<file path="src/rtl/mem_arb_pkg.sv">
// Shared types and constants for the unified-memory arbiter.
package mem_arb_pkg;

  typedef enum logic {ARB_IDLE, ARB_BUSY} arb_state_t;
  typedef enum logic {OWN_I, OWN_D} arb_owner_t;

  localparam int CNT_WIDTH = 4;

endpackage

</file>
<file path="src/rtl/mem_arb_if.sv">
// Fetch port, data port and memory bus of the arbiter, bundled as one interface.
interface mem_arb_if #(
    parameter int ADDR_WIDTH = 32,
    parameter int DATA_WIDTH = 32
);
    logic                  i_req;
    logic [ADDR_WIDTH-1:0] i_addr;
    logic                  i_gnt;
    logic                  i_rvalid;
    logic [DATA_WIDTH-1:0] i_rdata;

    logic                  d_req;
    logic                  d_we;
    logic [ADDR_WIDTH-1:0] d_addr;
    logic [DATA_WIDTH-1:0] d_wdata;
    logic                  d_gnt;
    logic                  d_rvalid;
    logic [DATA_WIDTH-1:0] d_rdata;

    logic                  mem_en;
    logic                  mem_we;
    logic [ADDR_WIDTH-1:0] mem_addr;
    logic [DATA_WIDTH-1:0] mem_wdata;
    logic [DATA_WIDTH-1:0] mem_rdata;

    modport slave (
        input  i_req, i_addr, d_req, d_we, d_addr, d_wdata, mem_rdata,
        output i_gnt, i_rvalid, i_rdata, d_gnt, d_rvalid, d_rdata,
               mem_en, mem_we, mem_addr, mem_wdata
    );

    modport master (
        output i_req, i_addr, d_req, d_we, d_addr, d_wdata, mem_rdata,
        input  i_gnt, i_rvalid, i_rdata, d_gnt, d_rvalid, d_rdata,
               mem_en, mem_we, mem_addr, mem_wdata
    );
endinterface

</file>
<file path="src/rtl/mem_arbiter_busy_ctr.sv">
// Loadable down-counter timing the memory latency slot; zero_o marks the final cycle.
module arb_busy_ctr
    import mem_arb_pkg::*;
(
    input  logic                 clk,
    input  logic                 rst,
    input  logic                 load_i,
    input  logic [CNT_WIDTH-1:0] load_val_i,
    output logic                 zero_o
);
    localparam logic [CNT_WIDTH-1:0] CNT_ONE = 1;

    logic [CNT_WIDTH-1:0] cnt_q, cnt_d;

    // NOTE: every always_comb output gets a default first so no path leaves it unassigned (no latch).
    always_comb begin
        cnt_d = cnt_q;
        if (load_i)
            cnt_d = load_val_i;
        else if (cnt_q != '0)
            cnt_d = cnt_q - CNT_ONE;
    end

    // NOTE: sequential state uses non-blocking assignments so all registers update together at the edge.
    always_ff @(posedge clk) begin
        if (rst) cnt_q <= '0;
        else     cnt_q <= cnt_d;
    end

    assign zero_o = (cnt_q == '0);
endmodule

</file>
<file path="src/rtl/mem_arbiter.sv">
// Arbitrates fetch and data requesters onto one single-port memory with a fixed read latency.
module mem_arbiter
    import mem_arb_pkg::*;
#(
    parameter int ADDR_WIDTH   = 32,
    parameter int DATA_WIDTH   = 32,
    parameter int MEM_LATENCY  = 2,
    parameter int MAX_D_STREAK = 4
) (
    input  logic      clk,
    input  logic      rst,
    mem_arb_if.slave  bus
);
    localparam logic [CNT_WIDTH-1:0] LAT_LOAD   = CNT_WIDTH'(MEM_LATENCY - 1);
    localparam logic [CNT_WIDTH-1:0] STREAK_MAX = CNT_WIDTH'(MAX_D_STREAK);
    localparam logic [CNT_WIDTH-1:0] STREAK_ONE = 1;

    arb_state_t           state_q, state_d;
    arb_owner_t           owner_q, owner_d;
    logic                 rd_q, rd_d;
    logic [CNT_WIDTH-1:0] streak_q, streak_d;

    logic ctr_zero, issue_ok, final_cyc, d_win, i_win, rvalid_any;

    arb_busy_ctr u_busy_ctr (
        .clk        (clk),
        .rst        (rst),
        .load_i     (d_win | i_win),
        .load_val_i (LAT_LOAD),
        .zero_o     (ctr_zero)
    );

    always_comb begin
        issue_ok  = (state_q == ARB_IDLE) || ctr_zero;
        final_cyc = (state_q == ARB_BUSY) && ctr_zero;
        // A full streak yields exactly one slot to a waiting fetch.
        d_win = !rst && issue_ok && bus.d_req && !(bus.i_req && (streak_q == STREAK_MAX));
        i_win = !rst && issue_ok && !d_win && bus.i_req;

        bus.d_gnt     = d_win;
        bus.i_gnt     = i_win;
        bus.mem_en    = 1'b0;
        bus.mem_we    = 1'b0;
        bus.mem_addr  = '0;
        bus.mem_wdata = '0;
        if (d_win) begin
            bus.mem_en    = 1'b1;
            bus.mem_we    = bus.d_we;
            bus.mem_addr  = bus.d_addr;
            bus.mem_wdata = bus.d_wdata;
        end else if (i_win) begin
            bus.mem_en    = 1'b1;
            bus.mem_addr  = bus.i_addr;
            bus.mem_wdata = bus.d_wdata;
        end

        rvalid_any   = !rst && final_cyc && rd_q;
        bus.i_rvalid = rvalid_any && (owner_q == OWN_I);
        bus.d_rvalid = rvalid_any && (owner_q == OWN_D);
        bus.i_rdata  = bus.i_rvalid ? bus.mem_rdata : '0;
        bus.d_rdata  = bus.d_rvalid ? bus.mem_rdata : '0;

        state_d = state_q;
        owner_d = owner_q;
        rd_d    = rd_q;
        if (d_win || i_win) begin
            state_d = ARB_BUSY;
            owner_d = d_win ? OWN_D : OWN_I;
            rd_d    = d_win ? !bus.d_we : 1'b1;
        end else if (final_cyc) begin
            state_d = ARB_IDLE;
        end

        streak_d = streak_q;
        if (!bus.i_req || i_win)
            streak_d = '0;
        else if (d_win && (streak_q != STREAK_MAX))
            streak_d = streak_q + STREAK_ONE;
    end

    always_ff @(posedge clk) begin
        if (rst) begin
            state_q  <= ARB_IDLE;
            owner_q  <= OWN_D;
            rd_q     <= 1'b0;
            streak_q <= '0;
        end else begin
            state_q  <= state_d;
            owner_q  <= owner_d;
            rd_q     <= rd_d;
            streak_q <= streak_d;
        end
    end
endmodule

</file>
<file path="src/flat_wrapper.sv">
// flat-port wrapper written by rule: the top's interface ports become plain ports
module mem_arbiter_flat import mem_arb_pkg::*;
#(
    parameter int ADDR_WIDTH   = 32,
    parameter int DATA_WIDTH   = 32,
    parameter int MEM_LATENCY  = 2,
    parameter int MAX_D_STREAK = 4
)
  (clk, rst, bus_i_req, bus_i_addr, bus_d_req, bus_d_we, bus_d_addr, bus_d_wdata, bus_mem_rdata, bus_i_gnt, bus_i_rvalid, bus_i_rdata, bus_d_gnt, bus_d_rvalid, bus_d_rdata, bus_mem_en, bus_mem_we, bus_mem_addr, bus_mem_wdata);
  mem_arb_if #(.ADDR_WIDTH(ADDR_WIDTH), .DATA_WIDTH(DATA_WIDTH)) bus_i ();
  input  logic clk;
  input  logic rst;
  input wire logic [$bits(bus_i.i_req)-1:0] bus_i_req;
  input wire logic [$bits(bus_i.i_addr)-1:0] bus_i_addr;
  input wire logic [$bits(bus_i.d_req)-1:0] bus_d_req;
  input wire logic [$bits(bus_i.d_we)-1:0] bus_d_we;
  input wire logic [$bits(bus_i.d_addr)-1:0] bus_d_addr;
  input wire logic [$bits(bus_i.d_wdata)-1:0] bus_d_wdata;
  input wire logic [$bits(bus_i.mem_rdata)-1:0] bus_mem_rdata;
  output wire logic [$bits(bus_i.i_gnt)-1:0] bus_i_gnt;
  output wire logic [$bits(bus_i.i_rvalid)-1:0] bus_i_rvalid;
  output wire logic [$bits(bus_i.i_rdata)-1:0] bus_i_rdata;
  output wire logic [$bits(bus_i.d_gnt)-1:0] bus_d_gnt;
  output wire logic [$bits(bus_i.d_rvalid)-1:0] bus_d_rvalid;
  output wire logic [$bits(bus_i.d_rdata)-1:0] bus_d_rdata;
  output wire logic [$bits(bus_i.mem_en)-1:0] bus_mem_en;
  output wire logic [$bits(bus_i.mem_we)-1:0] bus_mem_we;
  output wire logic [$bits(bus_i.mem_addr)-1:0] bus_mem_addr;
  output wire logic [$bits(bus_i.mem_wdata)-1:0] bus_mem_wdata;
  assign bus_i.i_req = bus_i_req;
  assign bus_i.i_addr = bus_i_addr;
  assign bus_i.d_req = bus_d_req;
  assign bus_i.d_we = bus_d_we;
  assign bus_i.d_addr = bus_d_addr;
  assign bus_i.d_wdata = bus_d_wdata;
  assign bus_i.mem_rdata = bus_mem_rdata;
  assign bus_i_gnt = bus_i.i_gnt;
  assign bus_i_rvalid = bus_i.i_rvalid;
  assign bus_i_rdata = bus_i.i_rdata;
  assign bus_d_gnt = bus_i.d_gnt;
  assign bus_d_rvalid = bus_i.d_rvalid;
  assign bus_d_rdata = bus_i.d_rdata;
  assign bus_mem_en = bus_i.mem_en;
  assign bus_mem_we = bus_i.mem_we;
  assign bus_mem_addr = bus_i.mem_addr;
  assign bus_mem_wdata = bus_i.mem_wdata;
  mem_arbiter #(.ADDR_WIDTH(ADDR_WIDTH), .DATA_WIDTH(DATA_WIDTH), .MEM_LATENCY(MEM_LATENCY), .MAX_D_STREAK(MAX_D_STREAK)) u_core (.clk(clk), .rst(rst), .bus(bus_i));
endmodule
</file>
<file path="config.mk">
export PLATFORM = sky130hd
export DESIGN_NAME = mem_arbiter_flat
export DESIGN_NICKNAME = d
export VERILOG_FILES = /design/src/rtl/mem_arb_pkg.sv /design/src/rtl/mem_arb_if.sv /design/src/rtl/mem_arbiter_busy_ctr.sv /design/src/rtl/mem_arbiter.sv /design/src/flat_wrapper.sv
export SDC_FILE = /design/constraint.sdc
export NUM_CORES = 1
export LEC_CHECK = 0
export BUFFER_PORTS_ARGS = -buffer_cell sky130_fd_sc_hd__buf_2
export CELL_PAD_IN_SITES_DETAIL_PLACEMENT = 0
export CELL_PAD_IN_SITES_GLOBAL_PLACEMENT = 1
export CORE_MARGIN = 2
export CORE_UTILIZATION = 20
export DETAILED_ROUTE_END_ITERATION = 6
export GPL_TIMING_DRIVEN = 0
export PLACE_DENSITY = 0.91
export SLEW_MARGIN = 25
export SYNTH_ARGS = -nofsm -noshare
export SYNTH_HDL_FRONTEND = slang
export SYNTH_SLANG_ARGS = --single-unit
</file>
<file path="constraint.sdc">
create_clock -name clk -period 4.7 [get_ports clk]
set_input_delay 0.705 -clock clk [delete_from_list [all_inputs] [get_ports clk]]
set_output_delay 0.705 -clock clk [all_outputs]
set_load 0.03 [all_outputs]
</file>
==> run_summary.xml <==
<?xml version="1.0" encoding="UTF-8"?>
<metrics>
  <group name="status">
    <metric name="run_status" unit="">complete, no violations</metric>
  </group>
  <group name="synth">
    <metric name="yosys.area_share.adder" unit="%">2.49</metric>
    <metric name="synth.avg_cell_area" unit="um^2">6.69</metric>
    <metric name="synthTopCellsByCount" unit="">85 x and2_1, 36 x nand3_1, 34 x a21oi_1, 34 x o211ai_1, 19 x clkbuf_1</metric>
    <metric name="syn-num-nets" unit="">437</metric>
    <metric name="synth_most_common_cell" unit="">and2_1</metric>
    <metric name="yosys.area.top_type" unit="">and2_1</metric>
    <metric name="synthXorXnorAreaFrac" unit="%">0.436</metric>
    <metric name="synth_warn" unit="">0</metric>
    <metric name="netlist_area" unit="mm^2">0.00201</metric>
    <metric name="synth_top_area_cells" unit="">and2_1 26%, o211ai_1 13%, dfxtp_1 11%</metric>
    <metric name="prevailing_post_synth_register_cell" unit="">dfxtp_1</metric>
    <metric name="synth_compound_gate_area_share" unit="%">26.7</metric>
    <metric name="yosysUniqueCellTypes" unit="">37</metric>
    <metric name="async_reset_ff_share" unit="%">0</metric>
    <metric name="edff_count_synth" unit="">0</metric>
    <metric name="combinational_family_with_the_most_area_after_synthesis" unit="">simple AND/OR/NAND/NOR gates</metric>
    <metric name="synth.ff_latch_count" unit="">11</metric>
    <metric name="synth-simple-area-share" unit="%">48.9</metric>
    <metric name="share_of_yosys_cell_area_claimed_by_the_top_area_cell_type" unit="%">26.5</metric>
    <metric name="synth.mux.area_fraction" unit="%">0.498</metric>
    <metric name="ys_seq_area_share" unit="%">11.0</metric>
    <metric name="syn-instance-count" unit="">300</metric>
  </group>
  <group name="die">
    <metric name="num_rows" unit="">36</metric>
    <metric name="design.core.area" unit="mm^2">0.00977</metric>
    <metric name="dieHeight" unit="um">104</metric>
    <metric name="chipWidth" unit="um">104</metric>
    <metric name="floorplan.die_area" unit="mm^2">0.0109</metric>
    <metric name="io-pin-count" unit="">267</metric>
    <metric name="floorplan.initialDensity" unit="%">20.5</metric>
  </group>
  <group name="timing">
    <metric name="timing.max_slew.rel_slack" unit="%">51.0</metric>
    <metric name="fmax" unit="MHz">307</metric>
    <metric name="final_min_period_over_clock_period" unit="%">69.3</metric>
    <metric name="hold-worst-slack" unit="ps">494</metric>
    <metric name="slew_violations" unit="">0</metric>
    <metric name="setup_tns" unit="ps">0</metric>
    <metric name="clock-skew-final" unit="ps">1.47</metric>
    <metric name="hold_violations" unit="">0</metric>
    <metric name="fin_ws" unit="ps">1440</metric>
    <metric name="finalSetupViolCount" unit="">0</metric>
    <metric name="finalWorstPathRequiredPeriod" unit="ps">3260</metric>
    <metric name="rsz0062_at_grt" unit="">false</metric>
    <metric name="timing_worst_slew_pin_value" unit="ps">734</metric>
  </group>
  <group name="worst_setup_path">
    <metric name="worstPathMaxFanout" unit="">10</metric>
    <metric name="timing.critical_path.from_type" unit="">flop</metric>
    <metric name="critPathKind" unit="">reg -&gt; out</metric>
    <metric name="critPathCaptureType" unit="">primary output</metric>
    <metric name="critPathArrivalTime" unit="ps">2550</metric>
    <metric name="regToRegSetupSlack" unit="ps">2700</metric>
    <metric name="critical_path_required" unit="ps">3990</metric>
  </group>
  <group name="clocking">
    <metric name="ctsHoldBuffers" unit="">0</metric>
    <metric name="cts.sink_count" unit="">11</metric>
    <metric name="htree_levels" unit="">1</metric>
    <metric name="cts_max_path_buffers" unit="">2</metric>
    <metric name="post_cts_buffers" unit="">0</metric>
    <metric name="cts_made_buffers" unit="">3</metric>
    <metric name="clock_insertion_delay_worst_skew" unit="ps">230</metric>
    <metric name="tritoncts" unit="">built</metric>
    <metric name="clk_pin_slew" unit="ps">50</metric>
    <metric name="clock_tree_root_driver_cell" unit="">clkbuf_8</metric>
    <metric name="cts-resized-gates" unit="">0</metric>
  </group>
  <group name="place">
    <metric name="portBuffers" unit="">264</metric>
    <metric name="detailedPlace.worstSlack" unit="ps">1590</metric>
    <metric name="gp_routability_congestion" unit="">0.851</metric>
    <metric name="dp.cells" unit="">697</metric>
    <metric name="dpl_cell_area" unit="mm^2">0.00350</metric>
    <metric name="post-dp-hpwl" unit="um">7930</metric>
  </group>
  <group name="power_and_ir_drop">
    <metric name="cellInternalPower" unit="mW">0.290</metric>
    <metric name="power.static_leakage" unit="nW">2.03</metric>
    <metric name="vdd_drop_max" unit="mV">0.0759</metric>
    <metric name="sequential_group_share_of_total_power" unit="%">19.2</metric>
    <metric name="power.net_switching" unit="mW">0.258</metric>
    <metric name="swShare" unit="%">47.1</metric>
    <metric name="power_per_unit_of_standard_cell_area" unit="mW/mm^2">155</metric>
    <metric name="share_clk_of_total_power" unit="%">17.2</metric>
    <metric name="power.combinational.fraction" unit="%">63.6</metric>
  </group>
  <group name="detailed_routing">
    <metric name="drt_pre_antenna_iters" unit="">4</metric>
    <metric name="viasPerCell" unit="">4.66</metric>
    <metric name="antenna_violating_nets_post_route" unit="">0</metric>
    <metric name="wire_length_reported_by_the_detailed_router" unit="um">9230</metric>
    <metric name="vias" unit="">3265</metric>
    <metric name="detail_route.drc_violations" unit="">0</metric>
    <metric name="drt_iter0_markers" unit="">148</metric>
    <metric name="drt-wirelength-per-cell" unit="um">13.2</metric>
  </group>
  <group name="layout">
    <metric name="final_nets" unit="">706</metric>
    <metric name="finish.cell_count_without_fillers" unit="">701</metric>
    <metric name="post_route_cells_drive_above_1_share" unit="%">52.3</metric>
    <metric name="design_area" unit="mm^2">0.00354</metric>
    <metric name="area_growth_syn_to_layout" unit="%">76.3</metric>
    <metric name="diodes" unit="">0</metric>
  </group>
  <group name="global_routing">
    <metric name="grt_max_degree" unit="">11</metric>
    <metric name="track_usage" unit="%">15.6</metric>
    <metric name="global_route_wire_length_before_repair" unit="um">14200</metric>
    <metric name="first_global_vias" unit="">2981</metric>
    <metric name="grt_antenna_before_repair" unit="">0</metric>
    <metric name="grt_overflow_total" unit="">0</metric>
  </group>
  <group name="job">
    <metric name="cap_violations" unit="">0</metric>
  </group>
  <group name="worst_hold_path">
    <metric name="hold_path_class" unit="">reg -&gt; reg</metric>
  </group>
</metrics>
==> per-layer routing <==
layer  routed length (um)  up-vias  GRT usage (%)
met5                    0        -              0
met4                  217        0           5.69
met3                  723       19           2.19
met2                 4810      186           29.7
met1                 3480     1477           17.3
li1                     -     1583              -
==> layout by cell type (no fill, tap or decap) <==
| master | netlist | layout |
|---|---|---|
| a211o_2 | 1 | 1 |
| a211oi_4 | 1 | 1 |
| a21oi_1 | 34 | 34 |
| and2_1 | 85 | 85 |
| and2_2 | 12 | 12 |
| and3b_1 | 1 | 1 |
| buf_2 | 6 | 270 |
| buf_6 | 4 | 4 |
| clkbuf_1 | 19 | 20 |
| clkbuf_2 | 4 | 4 |
| clkbuf_8 | 0 | 3 |
| clkinv_1 | 1 | 1 |
| dfxtp_1 | 11 | 11 |
| ha_1 | 4 | 4 |
| inv_1 | 8 | 8 |
| mux2i_1 | 1 | 1 |
| nand2_1 | 7 | 7 |
| nand2b_1 | 2 | 2 |
| nand3_1 | 36 | 36 |
| nand4_1 | 2 | 2 |
| nand4b_1 | 1 | 1 |
| nor2_1 | 5 | 5 |
| nor2b_1 | 2 | 2 |
| nor3_1 | 3 | 3 |
| nor3b_1 | 1 | 1 |
| nor4_4 | 2 | 2 |
| o211a_1 | 2 | 2 |
| o211ai_1 | 34 | 34 |
| o21ai_0 | 1 | 1 |
| o21ai_1 | 1 | 1 |
| o221ai_1 | 1 | 1 |
| o22a_1 | 1 | 1 |
| o22ai_1 | 1 | 1 |
| o32a_1 | 1 | 1 |
| o32ai_1 | 2 | 2 |
| or3_1 | 1 | 1 |
| or3b_1 | 1 | 1 |
| xnor2_1 | 1 | 1 |
==> kinds of logic after synthesis <==
kind of cell / Yosys count
simple gates: 161
buf+inv: 42
xor+xnor: 1
fa+ha+maj: 4
mux: 1
compound gates: 80
flops: 11
==> stage by stage <==
stage,utilization (%),power (mW)
floorplan,-,0.329
global placement,35.8,0.449
detailed placement,35.8,0.455
CTS,36.2,0.551
global route,36.2,0.585
finish,36.2,0.548
==> path summary, 6_finish.rpt <==
| path | start | end | depth (start not counted) |
|---|---|---|---|
| hold / removal | u_core.u_busy_ctr.cnt_q[1] | u_core.u_busy_ctr.cnt_q[1] | 2 |
| hold reg to reg | u_core.u_busy_ctr.cnt_q[1] | u_core.u_busy_ctr.cnt_q[1] | 2 |
| setup / recovery | u_core.u_busy_ctr.cnt_q[0] | bus_mem_addr[12] | 7 |
| setup reg to reg | u_core.u_busy_ctr.cnt_q[0] | u_core.owner_q | 5 |
==> layout make-up <==
type | count | area, um^2
Timing Repair Buffer | 264 | 1320
Buffer | 33 | 166
Clock buffer | 4 | 45.0
Fill cell | 1062 | 6230
Tap cell | 133 | 166
Inverter | 9 | 33.8
Multi-Input combinational cell | 247 | 1590
Sequential cell | 11 | 220
==> sequential cells by signal, indices dropped and copies added (netlist names) <==
name,flops
u_core.streak_q,4
u_core.u_busy_ctr.cnt_q,4
u_core.owner_q,1
u_core.rd_q,1
u_core.state_q,1
==> power by group through the flow <==
stage	sequential, mW	clock (mW)	combinational (mW)
after global placement	0.107	0	0.342
after floorplan	0.106	0	0.222
after global routing	0.106	0.103	0.376
after detailed placement	0.107	0	0.348
after CTS	0.105	0.0960	0.350
final	0.105	0.0943	0.348
==> worst max-delay path: stages, from the launching register on <==
cell,delay [ps]
dfxtp_1,310
inv_1,120
ha_1,200
nor3b_1,620
o21ai_1,400
buf_2,300
a21oi_1,150
buf_2,220
Power figures use the tool's default switching activity.
